### config.mk
export PLATFORM = sky130hd
export DESIGN_NAME = fwd_scoreboard
export DESIGN_NICKNAME = d
export VERILOG_FILES = /design/src/rtl/fwd_pkg.sv /design/src/rtl/fwd_port_match.sv /design/src/rtl/fwd_scoreboard.sv
export SDC_FILE = /design/constraint.sdc
export NUM_CORES = 1
export LEC_CHECK = 0
export CORE_UTILIZATION = 40
export CTS_CLUSTER_SIZE = 30
export DETAILED_ROUTE_END_ITERATION = 7
export GPL_ROUTABILITY_DRIVEN = 0
export PLACE_DENSITY = 0.86
export SLEW_MARGIN = 10
export SYNTH_ARGS = -nofsm -noshare
export SYNTH_HDL_FRONTEND = slang
export SYNTH_SLANG_ARGS = --single-unit
### constraint.sdc
create_clock -name clk -period 5.1 [get_ports clk]
set_clock_uncertainty 0.1 [all_clocks]
set_input_delay 0.51 -clock clk [delete_from_list [all_inputs] [get_ports clk]]
set_output_delay 0.51 -clock clk [all_outputs]
set_load 0.005 [all_outputs]
### src/rtl/fwd_pkg.sv
// Shared types and constants for the forwarding scoreboard.
package fwd_pkg;

    localparam int unsigned FWD_ADDR_W = 5;
    localparam int unsigned FWD_LAT_W  = 2;
    localparam int unsigned FWD_DEPTH  = 3;

    // fwd_src code meaning "take the register file"
    localparam int unsigned FWD_SRC_RF = 0;

    // Issue latencies of the two producer classes
    localparam int unsigned ALU_LAT  = 1;
    localparam int unsigned LOAD_LAT = 2;

    // Width of a fwd_src field: codes 0..depth
    function automatic int unsigned fwd_sel_w(input int unsigned depth);
        return $clog2(depth + 1);
    endfunction

    localparam int unsigned SEL_W = fwd_sel_w(FWD_DEPTH);

    // One in-flight write tag, at the default widths
    typedef struct packed {
        logic                  valid;
        logic                  wen;
        logic [FWD_ADDR_W-1:0] waddr;
        logic [FWD_LAT_W-1:0]  cnt;
    } fwd_slot_t;

endpackage

### src/rtl/fwd_port_match.sv
// Per-read-port lookup: youngest matching producer, readiness, data mux, stall.
module fwd_port_match
    import fwd_pkg::*;
#(
    parameter int unsigned ADDR_W = 5,
    parameter int unsigned DATA_W = 32,
    parameter int unsigned DEPTH  = 3,
    parameter int unsigned SRC_W  = 2
) (
    input  logic                    i_used,
    input  logic [ADDR_W-1:0]       i_addr,
    input  logic [DATA_W-1:0]       i_rf_data,
    input  logic [DEPTH-1:0]        i_valid,
    input  logic [DEPTH-1:0]        i_wen,
    input  logic [DEPTH-1:0]        i_ready,
    input  logic [DEPTH*ADDR_W-1:0] i_waddr,
    input  logic [DEPTH*DATA_W-1:0] i_stage_data,
    output logic [DATA_W-1:0]       o_op_data,
    output logic [SRC_W-1:0]        o_fwd_src,
    output logic                    o_stall
);

    logic [DEPTH-1:0] w_match;
    logic             w_hit;

    // Per-slot address match; register 0 never matches
    always_comb begin
        w_match = '0;
        for (int unsigned k = 0; k < DEPTH; k++) begin
            w_match[k] = i_used && i_valid[k] && i_wen[k] &&
                         (i_waddr[k*ADDR_W +: ADDR_W] == i_addr) && (i_addr != '0);
        end
    end

    // Youngest match decides: forward if ready, otherwise stall (never fall back to older)
    always_comb begin
        w_hit     = 1'b0;
        o_fwd_src = SRC_W'(FWD_SRC_RF);
        o_op_data = i_rf_data;
        o_stall   = 1'b0;
        for (int unsigned k = 0; k < DEPTH; k++) begin
            if (w_match[k] && !w_hit) begin
                w_hit = 1'b1;
                if (i_ready[k]) begin
                    o_fwd_src = SRC_W'(k + 1);
                    o_op_data = i_stage_data[k*DATA_W +: DATA_W];
                end else begin
                    o_stall = 1'b1;
                end
            end
        end
    end

endmodule

### src/rtl/fwd_scoreboard.sv
// Hazard/forwarding scoreboard: tracks in-flight writes from ID to retirement.
module fwd_scoreboard
    import fwd_pkg::*;
#(
    parameter int unsigned ADDR_W = FWD_ADDR_W,
    parameter int unsigned DATA_W = 32,
    parameter int unsigned NUM_RD = 2,
    parameter int unsigned DEPTH  = FWD_DEPTH,
    parameter int unsigned LAT_W  = FWD_LAT_W,
    parameter int unsigned CNT_W  = 16,
    localparam int unsigned SRC_W = fwd_sel_w(DEPTH)
) (
    input  logic                     clk,
    input  logic                     rst_n,
    input  logic                     pipe_en,
    input  logic                     flush,
    input  logic                     issue_valid,
    input  logic                     issue_wen,
    input  logic [ADDR_W-1:0]        issue_waddr,
    input  logic [LAT_W-1:0]         issue_lat,
    input  logic [NUM_RD-1:0]        rd_used,
    input  logic [NUM_RD*ADDR_W-1:0] rd_addr,
    input  logic [NUM_RD*DATA_W-1:0] rf_data,
    input  logic [DEPTH*DATA_W-1:0]  stage_data,
    output logic [NUM_RD*DATA_W-1:0] op_data,
    output logic [NUM_RD*SRC_W-1:0]  fwd_src,
    output logic                     stall,
    output logic [DEPTH-1:0]         slot_valid,
    output logic [CNT_W-1:0]         stall_cnt
);

    typedef struct packed {
        logic              valid;
        logic              wen;
        logic [ADDR_W-1:0] waddr;
        logic [LAT_W-1:0]  cnt;
    } slot_t;

    slot_t                    r_slot [DEPTH];
    slot_t                    w_next [DEPTH];
    logic [CNT_W-1:0]         r_stall_cnt;
    logic [DEPTH-1:0]         w_valid;
    logic [DEPTH-1:0]         w_wen;
    logic [DEPTH-1:0]         w_ready;
    logic [DEPTH*ADDR_W-1:0]  w_waddr;
    logic [NUM_RD-1:0]        w_port_stall;
    logic                     w_stall;
    logic                     w_issue;
    logic [LAT_W-1:0]         w_issue_cnt;
    int unsigned              w_lat_u;

    // Issue countdown: latency clamped to 1..DEPTH, minus one
    always_comb begin
        w_lat_u = 32'(issue_lat);
        if (w_lat_u == 0) begin
            w_issue_cnt = '0;
        end else if (w_lat_u > DEPTH) begin
            w_issue_cnt = LAT_W'(DEPTH - 1);
        end else begin
            w_issue_cnt = issue_lat - 1'b1;
        end
    end

    // Next slot contents: shift with saturating countdown, issue or bubble into slot0, flush kills slot1
    always_comb begin
        w_issue   = issue_valid && !w_stall && !flush;
        w_next[0] = '0;
        if (w_issue) begin
            w_next[0] = '{valid: 1'b1, wen: issue_wen, waddr: issue_waddr, cnt: w_issue_cnt};
        end
        for (int unsigned k = 1; k < DEPTH; k++) begin
            w_next[k]     = r_slot[k-1];
            w_next[k].cnt = (r_slot[k-1].cnt == '0) ? '0 : r_slot[k-1].cnt - 1'b1;
        end
        if (flush) begin
            w_next[1].valid = 1'b0;
        end
    end

    // Slot shift register; frozen when the pipeline is held
    always_ff @(posedge clk or negedge rst_n) begin
        if (!rst_n) begin
            r_slot <= '{default: '0};
        end else if (pipe_en) begin
            r_slot <= w_next;
        end
    end

    // Flatten slot fields for the port matchers
    always_comb begin
        w_valid = '0;
        w_wen   = '0;
        w_ready = '0;
        w_waddr = '0;
        for (int unsigned k = 0; k < DEPTH; k++) begin
            w_valid[k]                   = r_slot[k].valid;
            w_wen[k]                     = r_slot[k].wen;
            w_ready[k]                   = (r_slot[k].cnt == '0);
            w_waddr[k*ADDR_W +: ADDR_W]  = r_slot[k].waddr;
        end
    end

    for (genvar r = 0; r < NUM_RD; r++) begin : g_port
        fwd_port_match #(
            .ADDR_W (ADDR_W),
            .DATA_W (DATA_W),
            .DEPTH  (DEPTH),
            .SRC_W  (SRC_W)
        ) u_match (
            .i_used       (rd_used[r]),
            .i_addr       (rd_addr[r*ADDR_W +: ADDR_W]),
            .i_rf_data    (rf_data[r*DATA_W +: DATA_W]),
            .i_valid      (w_valid),
            .i_wen        (w_wen),
            .i_ready      (w_ready),
            .i_waddr      (w_waddr),
            .i_stage_data (stage_data),
            .o_op_data    (op_data[r*DATA_W +: DATA_W]),
            .o_fwd_src    (fwd_src[r*SRC_W +: SRC_W]),
            .o_stall      (w_port_stall[r])
        );
    end

    assign w_stall    = |w_port_stall;
    assign stall      = w_stall;
    assign slot_valid = w_valid;
    assign stall_cnt  = r_stall_cnt;

    // Saturating count of stalled advancing cycles; a flush cycle does not count
    always_ff @(posedge clk or negedge rst_n) begin
        if (!rst_n) begin
            r_stall_cnt <= '0;
        end else if (pipe_en && w_stall && !flush && (r_stall_cnt != '1)) begin
            r_stall_cnt <= r_stall_cnt + 1'b1;
        end
    end

endmodule

==> run_results.csv <==
group,metric,value,unit
timing,slew_headroom,0.386,
timing,finalSetupTns,0,ns
timing,clock.fmax,224,MHz
power_and_ir_drop,p_total,0.920,mW
routing,antenna_left,0,
clock_network,cts_buffers,5,
synthesis,yosys_warnings,0,
timing,tightest_slew,0.921,ns
critical_path,critPathArrivalTime,3.86,ns
routing,drtIter0Drc,317,
placement,dp_hpwl,13.7,mm
global_route,grt_max_degree,67,
global_route,grt_overflow,0,
critical_path,worstPathRequired,4.49,ns
global_route,antenna_found_initial,0,
min_path,min_path_type,"in -> async",
power_and_ir_drop,p_leak,2.73,nW
finish,synthToLayoutAreaGrowth,67.8,%
power_and_ir_drop,ir_worst_vdd,185,uV
timing,min_period,4.47,ns
placement,dpl.cell_count,954,
synthesis,syn_inst,579,
outcome,status,"complete, no violations",
finish,fin_nets,1011,
synthesis,synth_cell_types,41,
critical_path,cp-end-kind,"output pin",
finish,drive_above_1_share,0.0569,
clock_network,clockRootBuffer,"clkbuf_8",
critical_path,setup.worst_path.start,"rd_addr[5]",
synthesis,ys_seq_elements,43,
finish,post-route-cell-area,7200,um2
die,die_width,106,um
global_route,grt_usage,0.299,
finish,diodes,0,
synthesis,synth.area.mux_share,0.187,
die,die_h,106,um
clock_network,post_cts_resized,0,
critical_path,r2r_setup_slack,2.14,ns
routing,routed_via_density,5.48,
clock_network,clkSinkCount,43,
die,io_pins,273,
flow_run,maxCapViolations,0,
critical_path,worst-setup-path-type,"in -> out",
die,std_cell_rows,37,
clock_network,cts_buffer_depth,2,
routing,num_vias,5271,
synthesis,ys_seq_area_frac,0.251,
routing,routedWlPerCell,17.7,um
critical_path,r2r_cells,7,
routing,drc_errors,0,
placement,placed_cell_area,7110,um2
finish,fillers,829,
critical_path,timing.rr.end,"r_slot[18]",
timing,finalHoldViolCount,0,
placement,io_buffers,272,
clock_network,clock_latency,0.29,ns
synthesis,yosys.area_share.adder,0.00292,
die,core_area,10400,um2
clock_network,tritoncts,"built",
clock_network,cts_setup_buffers,0,
clock_network,cts_hold_buf,0,
timing,hold-worst-slack,0.248,ns
die,die-area,11100,um2
clock_network,htreeDepth,2,
finish,final_cell_mix,"clkdlybuf4s50_1 (271), nand2_1 (143), o21ai_0 (132)",
critical_path,rr_startpoint,"r_slot[23]",
critical_path,worstPathMaxFanout,34,
synthesis,synth_top_family_by_area,"simple AND/OR/NAND/NOR gates",
synthesis,synthesis.nets,765,
global_route,first_global_vias,5251,
synthesis,syn_area_per_cell,7.41,um2
routing,first_pass_iters,5,
critical_path,worstSetupStartpointType,"input pin",
finish,layout_commonest_cell,"clkdlybuf4s50_1",
power_and_ir_drop,powerDensity,128,nW/um2
die,initial_utilization,0.413,
finish,stdcell_count,962,
synthesis,synth_compound_area_frac,0.190,
synthesis,synthesis.area,4290,um2
synthesis,yosys.area_share.simple,0.227,
timing,final-max-slew-violation-count,0,
routing,drt_wl_total,17.0,mm
timing,rsz0062_at_grt,"false",
timing,setup_viol,0,
timing,period_share,0.877,
synthesis,synth_xor_area_frac,0.0919,
clock_network,cts.clk_slew.worst_paths,0.08,ns
global_route,grt_pass1_wl,26.6,mm
==> where the power goes <==
group / leakage [nW] / switching (mW) / internal (mW)
Combinational: 2.10 / 0.113 / 0.226
Sequential: 0.590 / 0.0202 / 0.354
Clock: 0.0412 / 0.112 / 0.0956
Total: 2.73 / 0.245 / 0.675
==> final cells by class <==
type	count	area, um2	share of cell area
Inverter	6	22.5	0.00313
Timing Repair Buffer	282	2820	0.392
Clock buffer	6	72.6	0.0101
Tap cell	136	170	0.0236
Sequential cell	43	1080	0.150
Clock inverter	2	12.5	0.00174
Multi-Input combinational cell	487	3020	0.420
==> Yosys cell counts (all sizes together) <==
cell type	n	area share
a32o	2	0.0047
nand2	144	0.13
inv	6	0.0053
o221a	1	0.0047
nand3	13	0.015
a22o	6	0.012
nor2	15	0.013
buf	18	0.023
o21ai	134	0.16
xnor2	33	0.067
a21oi	2	0.0023
mux2i	64	0.15
ha	1	0.0029
xor2	12	0.025
nor3b	1	0.0029
clkbuf	25	0.022
nor4	4	0.0073
nor3	7	0.014
o31ai	1	0.0018
or2	2	0.0029
and4	2	0.0041
nand4	10	0.015
or3	2	0.0029
o221ai	1	0.0020
mux2	14	0.038
nand2b	4	0.0058
dfrtp	43	0.25
nand3b	3	0.0053
or4	5	0.0096
and3	2	0.0029
a21o	2	0.0035
==> metal layers <==
| metal | global-route usage | wire length (um) |
|---|---|---|
| met4 | 0.127 | 773 |
| met3 | 0.0668 | 1470 |
| met2 | 0.529 | 8290 |
| met1 | 0.348 | 6490 |
| met5 | 0 | 0 |
==> worst max-delay path by stage <==
stage | to | slack (ns) | cells after the start
final | op_data[57] | 0.63 | 11
after global routing | op_data[57] | 0.35 | 11
after CTS | op_data[3] | 0.65 | 10
after detailed placement | op_data[3] | 0.65 | 10
after global placement | op_data[3] | 0.72 | 10
after floorplan | op_data[0] | 1.85 | 9
==> flip-flops by register name, summed over array words and instances, names as in the netlist <==
| name | count |
|---|---|
| slot_valid | 3 |
| stall_cnt | 16 |
| r_slot | 24 |
==> per-stage QoR <==
step                      setup WS [ns]  utilization
after floorplan                    1.85            -
after global placement            0.719        0.686
after detailed placement          0.653        0.686
after CTS                         0.647        0.694
after global routing              0.348        0.694
final                             0.629        0.694
==> worst max-delay path: stages <==
cell             delay, ns
clkdlybuf4s50_1       0.52
or4_1                 0.56
o21ai_1               0.29
nor4_1                0.13
nor2_1                0.19
nand2_2               0.39
buf_12                0.33
nand2_1               0.06
o21ai_0               0.07
o21ai_0               0.22
clkdlybuf4s50_1       0.56
==> cells by family after synthesis <==
group,Yosys count
AND/OR/NAND/NOR,214
AO/OA/AOI/OAI,149
multiplexers,78
buffers and inverters,49
XOR/XNOR,45
flip-flops,43
adder cells (fa/ha/maj),1
No activity file was read; power rests on OpenSTA's default activity.
